`config.mk`:
```
export PLATFORM = sky130hd
export DESIGN_NAME = td4_program_store
export DESIGN_NICKNAME = d
export VERILOG_FILES = /design/src/rtl/td4_pkg.sv /design/src/rtl/td4_pin_sync.sv /design/src/rtl/td4_program_store.sv
export SDC_FILE = /design/constraint.sdc
export NUM_CORES = 1
export LEC_CHECK = 0
export ABC_AREA = 0
export CELL_PAD_IN_SITES_DETAIL_PLACEMENT = 0
export CELL_PAD_IN_SITES_GLOBAL_PLACEMENT = 1
export CORE_MARGIN = 8
export CORE_UTILIZATION = 55
export DETAILED_ROUTE_END_ITERATION = 10
export HOLD_SLACK_MARGIN = 0.06
export PLACE_DENSITY_LB_ADDON = 0.1
export SLEW_MARGIN = 30
export SYNTH_ARGS = -nofsm -noshare
export SYNTH_HDL_FRONTEND = slang
export SYNTH_SLANG_ARGS = --single-unit
export TNS_END_PERCENT = 100
```
`constraint.sdc`:
```
create_clock -name clk -period 2.6 [get_ports clk]
set_input_delay 0.39 -clock clk [delete_from_list [all_inputs] [get_ports clk]]
set_output_delay 0.39 -clock clk [all_outputs]
set_load 0.005 [all_outputs]
```
`src/rtl/td4_pkg.sv`:
```
// Shared TD4 definitions: CPU opcodes, the harmless fetch word, loader states.
package td4_pkg;

    localparam logic [3:0] ADD_A_IM = 4'b0000;
    localparam logic [3:0] ADD_B_IM = 4'b1010;
    localparam logic [3:0] MOV_A_IM = 4'b1100;
    localparam logic [3:0] MOV_B_IM = 4'b1110;
    localparam logic [3:0] MOV_A_B  = 4'b1000;
    localparam logic [3:0] MOV_B_A  = 4'b0010;

    // ADD A,0: changes no architectural state
    localparam logic [7:0] NOP_WORD = 8'h00;

    typedef enum logic [1:0] {
        StRun,
        StLoadHi,
        StLoadLo
    } load_state_e;

endpackage

```
`src/rtl/td4_pin_sync.sv`:
```
// N-stage synchroniser for an asynchronous pin, with a one-cycle rising-edge pulse.
module td4_pin_sync #(
    parameter int unsigned Stages = 2
) (
    input  logic clk,
    input  logic rst_n,
    input  logic d_i,
    output logic q_o,
    output logic rise_o
);

    logic [Stages-1:0] sync_q;
    logic              prev_q;

    // Shift the pin through the synchroniser chain and remember the last synced value
    always_ff @(posedge clk or negedge rst_n) begin
        if (!rst_n) begin
            sync_q <= '0;
            prev_q <= 1'b0;
        end else begin
            sync_q <= {sync_q[Stages-2:0], d_i};
            prev_q <= sync_q[Stages-1];
        end
    end

    // Level output and rising-edge strobe from the last synchroniser stage
    always_comb begin
        q_o    = sync_q[Stages-1];
        rise_o = sync_q[Stages-1] & ~prev_q;
    end

endmodule

```
`src/rtl/td4_program_store.sv`:
```
// TD4 program memory (16 x 8) with nibble-serial loader and gated combinational fetch.
module td4_program_store
    import td4_pkg::*;
#(
    parameter int unsigned ADDR_W      = 4,
    parameter int unsigned SYNC_STAGES = 2
) (
    input  logic              clk,
    input  logic              rst_n,
    input  logic              load_mode_i,
    input  logic              nib_valid_i,
    input  logic [3:0]        nib_in_i,
    input  logic [ADDR_W-1:0] pc_i,
    output logic [3:0]        opcode_o,
    output logic [3:0]        immediate_o,
    output logic              cpu_en_o,
    output logic [ADDR_W-1:0] load_addr_o,
    output logic              load_wrap_o
);

    localparam int unsigned Depth = 2 ** ADDR_W;

    logic              lm_sync;
    logic              lm_rise_unused;
    logic              nv_sync_unused;
    logic              stb;

    load_state_e       state_q, state_d;
    logic [ADDR_W-1:0] load_addr_q, load_addr_d;
    logic [3:0]        hold_q, hold_d;
    logic              wrap_q, wrap_d;
    logic              cpu_en_q, cpu_en_d;
    logic              we;
    logic [7:0]        mem_q [Depth];
    logic [7:0]        fetch_word;

    td4_pin_sync #(
        .Stages (SYNC_STAGES)
    ) u_sync_load_mode (
        .clk    (clk),
        .rst_n  (rst_n),
        .d_i    (load_mode_i),
        .q_o    (lm_sync),
        .rise_o (lm_rise_unused)
    );

    td4_pin_sync #(
        .Stages (SYNC_STAGES)
    ) u_sync_nib_valid (
        .clk    (clk),
        .rst_n  (rst_n),
        .d_i    (nib_valid_i),
        .q_o    (nv_sync_unused),
        .rise_o (stb)
    );

    // Loader FSM next state; leaving load mode takes priority over a coincident strobe
    always_comb begin
        state_d     = state_q;
        load_addr_d = load_addr_q;
        hold_d      = hold_q;
        wrap_d      = 1'b0;
        we          = 1'b0;
        cpu_en_d    = (state_q == StRun) && !lm_sync;
        unique case (state_q)
            StRun: begin
                if (lm_sync) begin
                    state_d     = StLoadHi;
                    load_addr_d = '0;
                end
            end
            StLoadHi: begin
                if (!lm_sync) begin
                    state_d = StRun;
                end else if (stb) begin
                    hold_d  = nib_in_i;
                    state_d = StLoadLo;
                end
            end
            StLoadLo: begin
                if (!lm_sync) begin
                    state_d = StRun;
                end else if (stb) begin
                    we          = 1'b1;
                    load_addr_d = load_addr_q + 1'b1;
                    wrap_d      = (load_addr_q == '1);
                    state_d     = StLoadHi;
                end
            end
            default: state_d = StRun;
        endcase
    end

    // Loader state, address, held high nibble, wrap pulse and CPU enable
    always_ff @(posedge clk or negedge rst_n) begin
        if (!rst_n) begin
            state_q     <= StRun;
            load_addr_q <= '0;
            hold_q      <= 4'h0;
            wrap_q      <= 1'b0;
            cpu_en_q    <= 1'b0;
        end else begin
            state_q     <= state_d;
            load_addr_q <= load_addr_d;
            hold_q      <= hold_d;
            wrap_q      <= wrap_d;
            cpu_en_q    <= cpu_en_d;
        end
    end

    // Program array: cleared by reset, written one full word per low-nibble strobe
    always_ff @(posedge clk or negedge rst_n) begin
        if (!rst_n) begin
            for (int unsigned i = 0; i < Depth; i++) begin
                mem_q[i] <= NOP_WORD;
            end
        end else if (we) begin
            mem_q[load_addr_q] <= {hold_q, nib_in_i};
        end
    end

    // Zero-latency fetch, forced to a NOP while the CPU is held
    always_comb begin
        fetch_word  = cpu_en_q ? mem_q[pc_i] : NOP_WORD;
        opcode_o    = fetch_word[7:4];
        immediate_o = fetch_word[3:0];
        cpu_en_o    = cpu_en_q;
        load_addr_o = load_addr_q;
        load_wrap_o = wrap_q;
    end

endmodule

```
; Yosys cells after proc, flatten, opt, wreduce, memory -nomap -nowiden
; Index checks and enable logic that the tools add are counted.
[op_classes]
add_sub_neg = 1
order_cmp = 3
n_eq_ne = 8
muxes = 23
bitwise = 4
n_reduce_logical = 8
[ops]
columns = operator, count
row1 = 128-bit bitwise mux, 1
row2 = 8-bit binary-select mux with 4-bit select, 1
row3 = 8-bit demux with 4-bit select, 1
row4 = 8-bit two-way mux, 4
row5 = 4-bit two-way mux, 3
row6 = "5-bit >= comparator, second input constant", 2
row7 = 2-bit two-way mux, 5
row8 = 4-bit inverter with 5-bit output, 2
row9 = 4-bit case mux with 2 select lines, 1
row10 = 1-bit two-way mux, 6
row11 = "3-bit != test, second input constant", 2
row12 = 2-bit case mux with 3 select lines, 1
row13 = 3-bit AND reduction, 2
row14 = "5-bit by 1-bit less-than comparator with 1-bit output, second input constant", 1
row15 = "4-bit by 1-bit adder with 4-bit output, second input constant", 1
row16 = "4-bit == test, second input constant", 1
row17 = "2-bit by 1-bit != test with 1-bit output, second input constant", 2
row18 = 4-bit AND reduction, 1
row19 = "2-bit by 1-bit == test with 1-bit output, second input constant", 1
row20 = "2-bit == test, second input constant", 1
row21 = 1-bit logical AND, 2
row22 = 2-bit zero test, 1
row23 = "2-bit != test, second input constant", 1
row24 = 2-bit nonzero test, 1
row25 = 3 further kinds, 3
[word_totals]
reg_bits = 145
in_bits = 12

; Depth between registers and ports, before layout
; Gate-level depths: netlist (run 1).
[logic_depth]
word_depth = 6
depth_mapped = 7

; By module
; Synthesis (run 1) repeated with hierarchy kept, for this count alone.
[unflattened]
cells_unflattened = 480
area_unflattened_um2 = 6809.0
[by_module_without_submodules]
columns = module, n_inst, cells_per_inst, area_each_um2
row1 = td4_program_store, 1, 472, 6631.4
row2 = td4_pin_sync, 2, 4, 88.8

; Worst setup path after synthesis (run 1)
; No wires, ideal clock.
[synth_path]
path_kind = input port to output port
from = input port pc_i[0]
to = output port immediate_o[1]
arrival_time_ps = 1411
required_time_ps = 2210
setup_slack_ps = 799
path_stages = 7
path_buffers = 3
path_cell_list = buf_2 buf_4 buf_4 mux2i_1 a22oi_1 nand2_1 o21ai_0
[synth_via]
elab_chain_len = 5
[synth_lines]
columns = item, line_no
row1 = from (decl), td4_program_store.sv:13  ; input logic [ADDR_W-1:0] pc_i,
row2 = 4-bit inverter with 5-bit output (implied by the code), td4_program_store.sv:124  ; fetch_word = cpu_en_q ? mem_q[pc_i] : NOP_WORD;
row3 = 8-bit binary-select mux with 4-bit select, td4_program_store.sv:124
row4 = 8-bit two-way mux (implied by the code) (2 in series), td4_program_store.sv:124
row5 = 8-bit two-way mux, td4_program_store.sv:124
row6 = to (decl), td4_program_store.sv:15  ; output logic [3:0] immediate_o,
; No other way between the ends. The select of a mux whose other input is x is not followed.

; Worst setup path after layout (run 1)
[layout_path]
from = input port pc_i[1]
to = output port opcode_o[3]
[layout_via]
elab_chain_len = 5
[layout_lines]
columns = item, line_no
row1 = 4-bit inverter with 5-bit output (implied by the code), td4_program_store.sv:124
row2 = 8-bit binary-select mux with 4-bit select, td4_program_store.sv:124
row3 = 8-bit two-way mux (implied by the code) (2 in series), td4_program_store.sv:124
row4 = 8-bit two-way mux, td4_program_store.sv:124
row5 = to (decl), td4_program_store.sv:14  ; output logic [3:0] opcode_o,
; No other way between the ends. The select of a mux whose other input is x is not followed.

==> results.tsv, run 1 <==
stage	metric	value	unit
clock_network	H-tree depth	4	
worst_setup_path	flop2flop setup slack	390	ps
global_routing	largest net degree at the start of global routing	67	
logic_synthesis	synth cell count leaders	dfrtp_1, mux2_2, mux2i_1	
logic_synthesis	top cells by area, synth	dfrtp_1, mux2_2, mux2i_1	
worst_setup_path	CP arrival	2120	ps
clock_network	post-CTS setup buffer count	0	
logic_synthesis	top-count cell post-synth	dfrtp_1	
sta	crit share post-route	96.42	%
worst_setup_path	critical path launch point type	primary input	
outcome	status	finished, final reports clean	
layout	ANT cells	0	
logic_synthesis	Most used DFF post-synth	dfrtp_1	
floorplan	row count	40	
sta	max-slew violation count	0	
flow_run	Max-Cap Viols	0	
logic_synthesis	library cells used by synthesis	36	
logic_synthesis	Synth area leader	dfrtp_1	
logic_synthesis	Post-Synth Adder-Cell Area	0.7405	%
logic_synthesis	Post-synth EDFFs	0	
floorplan	total core area	12010	um^2
logic_synthesis	Avg Inst Size Synth	13.91	um^2
logic_synthesis	syn nets	502	
layout	share of cells above drive strength 1	39.85	%
routing	Initial DRC Count	267	
layout	Non-Filler Instances	684	
clock_network	TritonCTS clock tree	done	
worst_setup_path	Slowest-stage cell, CP	clkdlybuf4s50_1	
global_routing	first-pass GRT wire length	24100	um
logic_synthesis	compound-gate portion of the synthesized area	4.776	%
routing	DR vias	4026	
worst_setup_path	Critical path buffers and inverters	4	
clock_network	Skew-Pair Late Insertion Delay	420	ps
layout	P&R area growth vs syn	18.51	%
worst_setup_path	Max FO, Critical Path	5	
global_routing	gr usage total	19.62	%
logic_synthesis	YS warnings	0	
worst_setup_path	WP depth	8	
clock_network	clock net sink count	145	
logic_synthesis	Async S/R FF share, synth	100.0	%
worst_setup_path	CP Class	in2out	
power_and_ir_drop	pwr dens	683.9	nW/um^2
placed_design	RePlAce Congestion	0.8014	
logic_synthesis	Post-Syn Area	6759	um^2
routing	DRT Pass-1 Iters	4	
global_routing	Overflow after GRT	0	
clock_network	Clock transition at path regs	60	ps
sta	Max-slew headroom	51.91	%
floorplan	Die Ht	126.9	um
worst_setup_path	CP Launch Point	pc_i[1]	
sta	Max Clock Freq	398.9	MHz
sta	Final min period	2507	ps
floorplan	Die Width	126.9	um
worst_setup_path	Critical R2R Launch	state_q[1]	
layout	Core Util, Final	66.69	%
logic_synthesis	mux cell area share after synthesis	31.58	%
logic_synthesis	Gate Count Post-Synth	486	
worst_setup_path	most frequent CP cell	buf_4	
routing	WL final	14730	um
layout	final instance area	8010	um^2
sta	final hold vios	0	
worst_hold_path	Hold Startpoint	u_sync_load_mode.sync_q[0]	
global_routing	initial antenna violation count	0	
worst_setup_path	cell depth of the worst flop-to-flop path	4	
sta	Final setup violation count	0	
placed_design	post-detail-place hpwl	9883	um
logic_synthesis	register area share after synthesis	53.68	%
logic_synthesis	post-synthesis xor/xnor area fraction	0	%
layout	layout net count	540	
power_and_ir_drop	Leakage	3.814	nW
worst_setup_path	Crit. End Element	output pin	
placed_design	placed cells	651	
sta	total negative slack	0	ps
routing	Detail Route Antenna Nets	0	
routing	WL/cell	21.53	um
placed_design	IO Port Bufs	25	
sta	Slew @ Worst Pin	719.1	ps
worst_setup_path	required time worst endpoint	2210	ps
clock_network	CTS root buffer	clkbuf_16	
clock_network	maximum clock path buffer count	2	
logic_synthesis	#FFs+latches synth	145	
worst_setup_path	cells along the critical path	dlygate4sd2_1, nor2b_2, buf_4, a22oi_1, buf_4, nand2_1, o21ai_1, clkdlybuf4s50_1	
power_and_ir_drop	worst vdd ir	986.7	uV
logic_synthesis	combinational family with the most area after synthesis	multiplexers	
power_and_ir_drop	total power	5.478	mW
sta	RSZ-0062 raised after global routing	false	
worst_setup_path	CP max stage delay	530	ps
placed_design	Placed Area	7310	um^2
routing	average via count per standard cell	5.886	
clock_network	CTS Buf Count	17	
floorplan	Starting Density	56.27	%
floorplan	Boundary Pins	26	
worst_setup_path	CP Capture Point	opcode_o[3]	
routing	DRC viols	0	
global_routing	number of global-route vias before repair	4245	
sta	clock skew	6.992	ps
floorplan	Die Area	16090	um^2
logic_synthesis	Synth top area share	53.68	%
worst_hold_path	min-delay worst type	reg2reg	
worst_setup_path	R2R Path End	mem_q[15]	
worst_setup_path	CP top delay family	buffers and inverters	
logic_synthesis	Simple-Gate Fraction of Synth Area	6.794	%
==> worst min-delay path by stage <==
stage	end	cells past startpoint
global placement	u_sync_load_mode.sync_q[1]	0
floorplan	cpu_en_o	0
detailed placement	u_sync_load_mode.sync_q[1]	0
CTS	u_sync_load_mode.sync_q[1]	0
global route	u_sync_load_mode.sync_q[1]	0
finish	u_sync_load_mode.sync_q[1]	0
==> metal layers <==
layer | vias up | GRT usage, % | wire length, um
met4 | 0 | 5.598 | 190
met5 | - | 0 | 0
met2 | 61 | 30.38 | 7041
met1 | 2094 | 26.83 | 6904
li1 | 1854 | - | -
met3 | 17 | 4.818 | 592
==> final cells by class <==
class                      instances  area (um^2)
sequential                       145         3628
multi-input combinational        310         2999
tap                              147        183.9
clock inverter                    13        207.7
clock buffer                      19        452.9
inverter                           3        11.26
fill                             874         4001
timing repair buffer              47        526.8
==> registers in the layout, summed over array words and instances (netlist names), 2 cells and up <==
register,flops
load_addr_o,4
hold_q,4
u_sync_nib_valid.sync_q,2
mem_q,128
state_q,2
u_sync_load_mode.sync_q,2
==> power breakdown <==
group / internal (mW) / switching, mW / total, mW / leakage, nW
combinational: 0.180 / 0.190 / 0.370 / 1.58
sequential: 2.32 / 0.104 / 2.42 / 1.92
clock: 1.75 / 0.931 / 2.68 / 0.312
total: 4.25 / 1.23 / 5.48 / 3.81
==> placed cells by master, fill, tap and decap left out, types with 5 or more instances in the layout <==
cell,count
nand3_1,9
a22oi_1,25
mux2i_1,58
buf_12,9
clkdlybuf4s50_1,21
o21ai_1,5
clkbuf_16,17
nand2_4,6
nor2_2,5
mux2_2,130
o21ai_0,7
nand2_1,14
buf_4,13
dfrtp_1,145
bufinv_16,5
nand2b_1,6
==> stage by stage <==
| step | hold slack, ps | worst slack, ps |
|---|---|---|
| floorplan | 94.41 | 799.3 |
| global placement | 333.1 | -211.1 |
| detailed placement | 336.3 | -239.9 |
| CTS | 350.1 | 81.36 |
| global route | 352.3 | 11.98 |
| finish | 346.8 | 92.96 |
==> cells by family after synthesis <==
group / count (synthesis)
buffers and inverters: 31
DFF: 145
and+or+nand+nor: 65
muxes: 193
adders and majority gates: 4
AOI/OAI and AO/OA: 48
==> repair_timing <==
item | 4_1_cts | 5_1_grt
hold buffers | 1 | 0
resized for setup | 13 | 3
endpoints found under the setup margin | 8 | 3
pin swaps | 0 | 0
endpoints found under the hold margin | 64 | 0
(Power assumes the default switching activity.)
==> run 2: changes to the inputs <==
ABC_AREA = 1   (was 0)
CORE_UTILIZATION = 49   (was 55)
==> run 2 against run 1 <==
Compared with the run above:
- worst setup slack improved by 63 ps
- final area shrank 0.77%
- critical path depth increased by 1
- via count grew 42%
- utilization down 9.2 points
- maximum frequency is 2.6% higher
- combinational power rose by 45%
- global-route usage up 2.4 points
- register-to-register slack better by 110 ps
- die area grew 13%
- hold slack better by 6.2 ps
- final cell count is 58% higher
- critical endpoint is now opcode_o[0]
==> results.tsv, run 2 <==
stage	metric	value	unit	change
power_and_ir_drop	power share of the clock group	44.3	%	-4.7 points
logic_synthesis	Post-Syn Area	6912	um^2	+2.3%
clock_network	TritonCTS clock tree	done		
logic_synthesis	synth cell count leaders	nand2_1, dfrtp_1, o21ai_0		
layout	Non-Filler Instances	1084		+58%
logic_synthesis	#FFs+latches synth	145		unchanged
floorplan	Starting Density	49.99	%	-6.3 points
floorplan	total core area	13830	um^2	+15%
floorplan	row count	43		+7.5%
placed_design	IO Port Bufs	25		unchanged
worst_setup_path	Slowest-stage cell, CP	clkdlybuf4s50_1		
clock_network	CTS Buf Count	17		unchanged
sta	Max Clock Freq	409.1	MHz	+2.6%
logic_synthesis	Synth top area share	52.50	%	-1.2 points
power_and_ir_drop	worst vdd ir	418.6	uV	-58%
layout	Core Util, Final	57.49	%	-9.2 points
logic_synthesis	library cells used by synthesis	21		-42%
layout	leading cell types in the layout, fill and taps excluded	nand2_1, dfrtp_1, o21ai_0		
placed_design	placed cells	1051		+61%
floorplan	Die Area	18160	um^2	+13%
power_and_ir_drop	Int Pwr	3.840	mW	-9.7%
worst_setup_path	CP max stage delay	530	ps	about the same
power_and_ir_drop	Flop pwr share	45.3	%	+1.0 points
layout	ANT cells	0		unchanged
worst_setup_path	cell depth of the worst flop-to-flop path	8		+4
layout	area occupied by multi-input gates	2693	um^2	-10%
worst_setup_path	CP Launch Point	pc_i[0]		
global_routing	largest net degree at the start of global routing	65		-3.0%
worst_setup_path	required time worst endpoint	2210	ps	about the same
power_and_ir_drop	Psw	1.353	mW	+10%
logic_synthesis	post-synthesis xor/xnor area fraction	0.2534	%	+0.25 points
layout	max FFs per register	128		unchanged
layout	FILL cells	1272		+46%
sta	max-slew violation count	0		unchanged
floorplan	Boundary Pins	26		unchanged
layout	FF/Latch Area	3628	um^2	unchanged
sta	clock skew	6.580	ps	-0.4113 ps
floorplan	Die Width	134.8	um	+6.2%
worst_hold_path	min-delay worst type	reg2reg		
sta	final hold vios	0		unchanged
routing	WL final	18830	um	+28%
sta	Max-slew headroom	53.02	%	+1.1 points
clock_network	CTS root buffer	clkbuf_16		
worst_setup_path	CP Capture Point	opcode_o[0]		
routing	WL met2	8896	um	+26%
routing	DRC viols	0		unchanged
routing	max layer used	met4		
sta	Min Hold Slack	353.0	ps	+6.192 ps
sta	Slew @ Worst Pin	703.9	ps	-15.19 ps
power_and_ir_drop	pwr dens	653.3	nW/um^2	-4.5%
clock_network	maximum clock path buffer count	2		unchanged
logic_synthesis	Most used DFF post-synth	dfrtp_1		
clock_network	Clock transition at path regs	60	ps	about the same
global_routing	number of global-route vias before repair	5689		+34%
logic_synthesis	syn nets	891		+77%
routing	DRT Pass-1 Iters	6		+2
layout	final instance area	7949	um^2	-0.77%
worst_setup_path	WP depth	9		+1
logic_synthesis	Post-Synth Adder-Cell Area	0.7241	%	-0.016 points
placed_design	RePlAce Congestion	0.8672		+8.2%
power_and_ir_drop	combinational share of power	10.4	%	+3.6 points
logic_synthesis	Simple-Gate Fraction of Synth Area	27.57	%	+21 points
outcome	status	finished, final reports clean		
clock_network	clock net sink count	145		unchanged
logic_synthesis	Async S/R FF share, synth	100.0	%	unchanged
placed_design	post-detail-place hpwl	12270	um	+24%
logic_synthesis	register area share after synthesis	52.50	%	-1.2 points
sta	crit share post-route	94.02	%	-2.4 points
sta	Setup WS post-layout	155.5	ps	+62.54 ps
worst_setup_path	CP arrival	2050	ps	-70 ps
logic_synthesis	Avg Inst Size Synth	7.899	um^2	-43%
layout	P&R area growth vs syn	15.01	%	
logic_synthesis	compound-gate portion of the synthesized area	10.35	%	+5.6 points
routing	average via count per standard cell	5.277		-10%
logic_synthesis	Post-synth EDFFs	0		unchanged
logic_synthesis	combinational family with the most area after synthesis	simple AND/OR/NAND/NOR gates		
clock_network	Skew-Pair Late Insertion Delay	430	ps	about the same
worst_setup_path	flop2flop setup slack	500	ps	+110 ps
global_routing	initial antenna violation count	0		unchanged
worst_setup_path	most frequent CP cell	nand2_1		
worst_setup_path	critical path launch point type	primary input		
worst_setup_path	cells along the critical path	buf_2, buf_12, nand2_1, nand2_1, nand2_1, nand3_1, nand3_1, a21oi_1, clkdlybuf4s50_1		
worst_setup_path	Critical R2R Launch	u_sync_nib_valid.sync_q[1]		
layout	share of cells above drive strength 1	7.412	%	-32 points
routing	DR vias	5720		+42%
layout	most common cell after layout, fill and taps aside	nand2_1		
sta	total negative slack	0	ps	unchanged
routing	Initial DRC Count	550		+110%
worst_setup_path	Crit. End Element	output pin		
worst_setup_path	Max FO, Critical Path	64		+59
layout	Biggest register	mem_q		
logic_synthesis	Synth area leader	dfrtp_1		
logic_synthesis	mux cell area share after synthesis	0	%	-32 points
sta	RSZ-0062 raised after global routing	false		
global_routing	Overflow after GRT	0		unchanged
floorplan	Die Ht	134.8	um	+6.2%
placed_design	Placed Area	7348	um^2	+0.53%
global_routing	gr usage total	22.01	%	+2.4 points
logic_synthesis	YS warnings	0		unchanged
routing	Detail Route Antenna Nets	0		unchanged
layout	layout net count	908		+68%
worst_setup_path	CP Class	in2out		
sta	Final min period	2445	ps	-62.54 ps
clock_network	H-tree depth	4		unchanged
power_and_ir_drop	Sw Ratio	26.06	%	+3.7 points
worst_setup_path	Critical path buffers and inverters	3		-1
power_and_ir_drop	Leakage	4.077	nW	+6.9%
placed_design	Setup WS pre-CTS	-99.04	ps	+140.8 ps
routing	WL/cell	17.37	um	-19%
sta	Final setup violation count	0		unchanged
logic_synthesis	top cells by area, synth	dfrtp_1, nand2_1, o21ai_0		
routing	routed wl met3	995	um	+68%
worst_setup_path	CP top delay family	buffers and inverters		
power_and_ir_drop	total power	5.193	mW	-5.2%
routing	Met1 Wirelength	8483	um	+23%
global_routing	first-pass GRT wire length	30570	um	+27%
logic_synthesis	Gate Count Post-Synth	875		+80%
flow_run	Max-Cap Viols	0		unchanged
logic_synthesis	top-count cell post-synth	nand2_1		
worst_setup_path	R2R Path End	mem_q[78]		
## run 2: cell count changes after synthesis, moves of 58 or more
| cell | delta |
|---|---|
| inv_1 | +83 |
| mux2_2 | -130 |
| mux2i_1 | -58 |
| nand2_1 | +322 |
| nand3_1 | +77 |
| o21ai_0 | +119 |
## run 2: how the worst min path moves through the flow
stage                                from                          to  slack [ps]  depth (start not counted)
2_1_floorplan                       rst_n                    cpu_en_o          90                          0
6_report       u_sync_nib_valid.sync_q[0]  u_sync_nib_valid.sync_q[1]         350                          0
3_3_place_gp   u_sync_load_mode.sync_q[0]  u_sync_load_mode.sync_q[1]         330                          0
3_5_place_dp   u_sync_nib_valid.sync_q[0]  u_sync_nib_valid.sync_q[1]         340                          0
4_1_cts        u_sync_nib_valid.sync_q[0]  u_sync_nib_valid.sync_q[1]         360                          0
5_1_grt        u_sync_nib_valid.sync_q[0]  u_sync_nib_valid.sync_q[1]         370                          0
## run 2: cell type report
type / instances / area share, %
flip-flops and latches: 145 / 45.65
multi-input cells: 593 / 33.87
repair buffers: 48 / 6.469
clock buffers: 22 / 5.966
inverters: 87 / 4.156
well taps: 180 / 2.833
clock inverters: 9 / 1.055
## run 2: worst reg2reg max path, cell delays in order, from the launching register on
cell     delay [ps]
dfrtp_1         340
inv_1            40
nor2_1          210
nand2_1         160
nor2_4          550
nand4_1         230
buf_4           270
nand2_1          80
o21ai_0          70
## run 2: cell families (layout without fill, tap and decap cells)
family                   count (synthesis)  count (layout)
AO/OA/AOI/OAI                          143             143
XOR/XNOR                                 2               2
adder cells (fa/ha/maj)                  4               4
buffers and inverters                  137             166
flip-flops                             145             145
AND/OR/NAND/NOR                        444             444
## run 2: timing repair
item | in CTS | in global routing
setup buffers | 1 | 0
setup endpoints to repair | 8 | 0
hold endpoints to repair | 57 | 0
hold buffers | 1 | 0
gates resized for setup | 7 | 0
## run 2: routing by layer
metal | vias up | track usage (%)
li1 | 2795 | -
met1 | 2733 | 29.30
met2 | 162 | 34.31
met3 | 30 | 4.235
met4 | 0 | 9.420
met5 | - | 0
## run 2: power by group through the flow
stage | clock network, mW | logic, mW | registers (mW)
3_3_place_gp | 0 | 0.526 | 2.39
5_1_grt | 2.44 | 0.589 | 2.36
3_5_place_dp | 0 | 0.533 | 2.39
4_1_cts | 2.35 | 0.540 | 2.35
2_1_floorplan | 0 | 0.266 | 2.38
6_report | 2.30 | 0.538 | 2.35
==> run 3: changes to the inputs <==
HOLD_SLACK_MARGIN = default   (was 0.06)
==> results of run 3 <==
Same layout as run 2: the final DEF is identical, and so are final timing and power.
==> edit, RTL diff (config.mk and constraints of run 3) <==
Change the parameter `ADDR_W` from 4 to 6.
--- a/src/rtl/td4_program_store.sv
+++ b/src/rtl/td4_program_store.sv
@@ -4,3 +4,3 @@
 #(
-    parameter int unsigned ADDR_W      = 4,
+    parameter int unsigned ADDR_W      = 6,
     parameter int unsigned SYNC_STAGES = 2
Ports: changed (resized load_addr_o and pc_i); port bits go from 26 to 30. The function was not compared with the original's and may differ.
==> edit against run 3 <==
- sequential cell count grew 386
- routed wire length grew to 4.0 times the old value
- synthesized area grew to 3.5 times the old value
- setup slack lost 130 ps
- power grew to 3.7 times the old value
- synthesized cell count grew to 3.5 times the old value
- clock power rose to 3.8 times the old value
- design area increased to 3.6 times the old value
- global-route usage grew 4.7 points
- critical path type is now flip-flop to output pin
- critical endpoint is now opcode_o[2]
- largest cell class unchanged
- largest power group is now clock
- highest routed layer unchanged
==> edit: results (changes against run 3) <==
- Outcome: finished, final reports clean (unchanged).
- The clock insertion delay at the later pin of the skew report is 610 ps (was 430 ps).
- The switching share of power is 25.9% (was 26.1%).
- The post-route fraction of the period consumed by the critical path is 98.9% (was 94.0%).
- The setup clock skew after layout is 17.6 ps (was 6.58 ps).
- The path class of the lowest-slack min-delay path is input pin to flip-flop (was flip-flop to flip-flop).
- The post-CTS resize count is 87 (was 7).
- The met3 track utilization from global routing is 3.96% (was 4.23%).
- The worst ir drop on vdd came to 754 uV (was 419 uV).
- The worst min-delay path endpoint is u_sync_nib_valid.sync_q[0] (was u_sync_nib_valid.sync_q[1]).
- The total number of vias is 21,100 (was 5,720).
- The wire length of the first global-routing pass is 119,000 um (was 30,600 um).
- The delay of the slowest cell on the worst path is 390 ps (was 530 ps).
- The worst-path cell with the longest stage delay is sky130_fd_sc_hd__dfrtp_1 (was sky130_fd_sc_hd__clkdlybuf4s50_1).
- The share of layout cells above drive strength 1 is 11.8% (was 7.41%).
- The final net count was 3,079 (was 908).
- The net count of the mapped netlist was 3,063 (was 891).
- The met2 routing resource usage after global routing was 42.2% (was 34.3%).
- The instance area after placement is 26,000 um^2 (was 7350 um^2).
- The number of setup buffers added after CTS is 2 (was 1).
- Most area-consuming cells after synthesis: sky130_fd_sc_hd__dfrtp_1 55%, sky130_fd_sc_hd__nand2_1 19%, sky130_fd_sc_hd__o21ai_0 11% (was sky130_fd_sc_hd__dfrtp_1 52%, sky130_fd_sc_hd__nand2_1 18%, sky130_fd_sc_hd__o21ai_0 9.5%).
- The maximum buffer depth of the clock tree is 3 (was 2).
- Most instantiated cells after synthesis: 1,222 x sky130_fd_sc_hd__nand2_1, 531 x sky130_fd_sc_hd__dfrtp_1, 521 x sky130_fd_sc_hd__o21ai_0 (was 336 x sky130_fd_sc_hd__nand2_1, 145 x sky130_fd_sc_hd__dfrtp_1, 131 x sky130_fd_sc_hd__o21ai_0).
- The routed wirelength normalized by instance count was 20.0 um (was 17.4 um).
- The synthesized instance count is 3,048 (was 875).
- The flip-flop count of the largest register, all copies and words added was 512 (was 128).
- The number of buffers added on ports was 29 (was 25).
- The slew at the pin with the worst max-slew slack is 753 ps (was 704 ps).
edit: cell count changes after synthesis, sizes merged, moves of 55 or more:
cell / run 3 / this run
clkbuf: 33 / 204
dfrtp: 145 / 531
inv: 87 / 32
nand2: 336 / 1223
nand3: 94 / 438
o21ai: 135 / 521
edit: layout make-up:
cell class              count  area (um^2)  share of cell area, %
flip-flops and latches    531        13300                   46.2
multi-input cells        2250        10200                   35.7
repair buffers            186         2190                   7.62
clock buffers              96         1870                   6.50
well taps                 664          831                   2.89
inverters                  37          158                  0.549
clock inverters            10          153                  0.531
edit: cell families after synthesis:
group                    share of synthesized area, %
AO/OA/AOI/OAI                                    11.1
buffers and inverters                            4.18
flip-flops                                       55.2
adder cells (fa/ha/maj)                        0.0520
AND/OR/NAND/NOR                                  29.5
edit: layer usage:
metal,up-vias,share of wire [%]
li1,10000,-
met1,10300,45
met2,608,46
met3,122,6.2
met4,0,2.8
met5,-,0
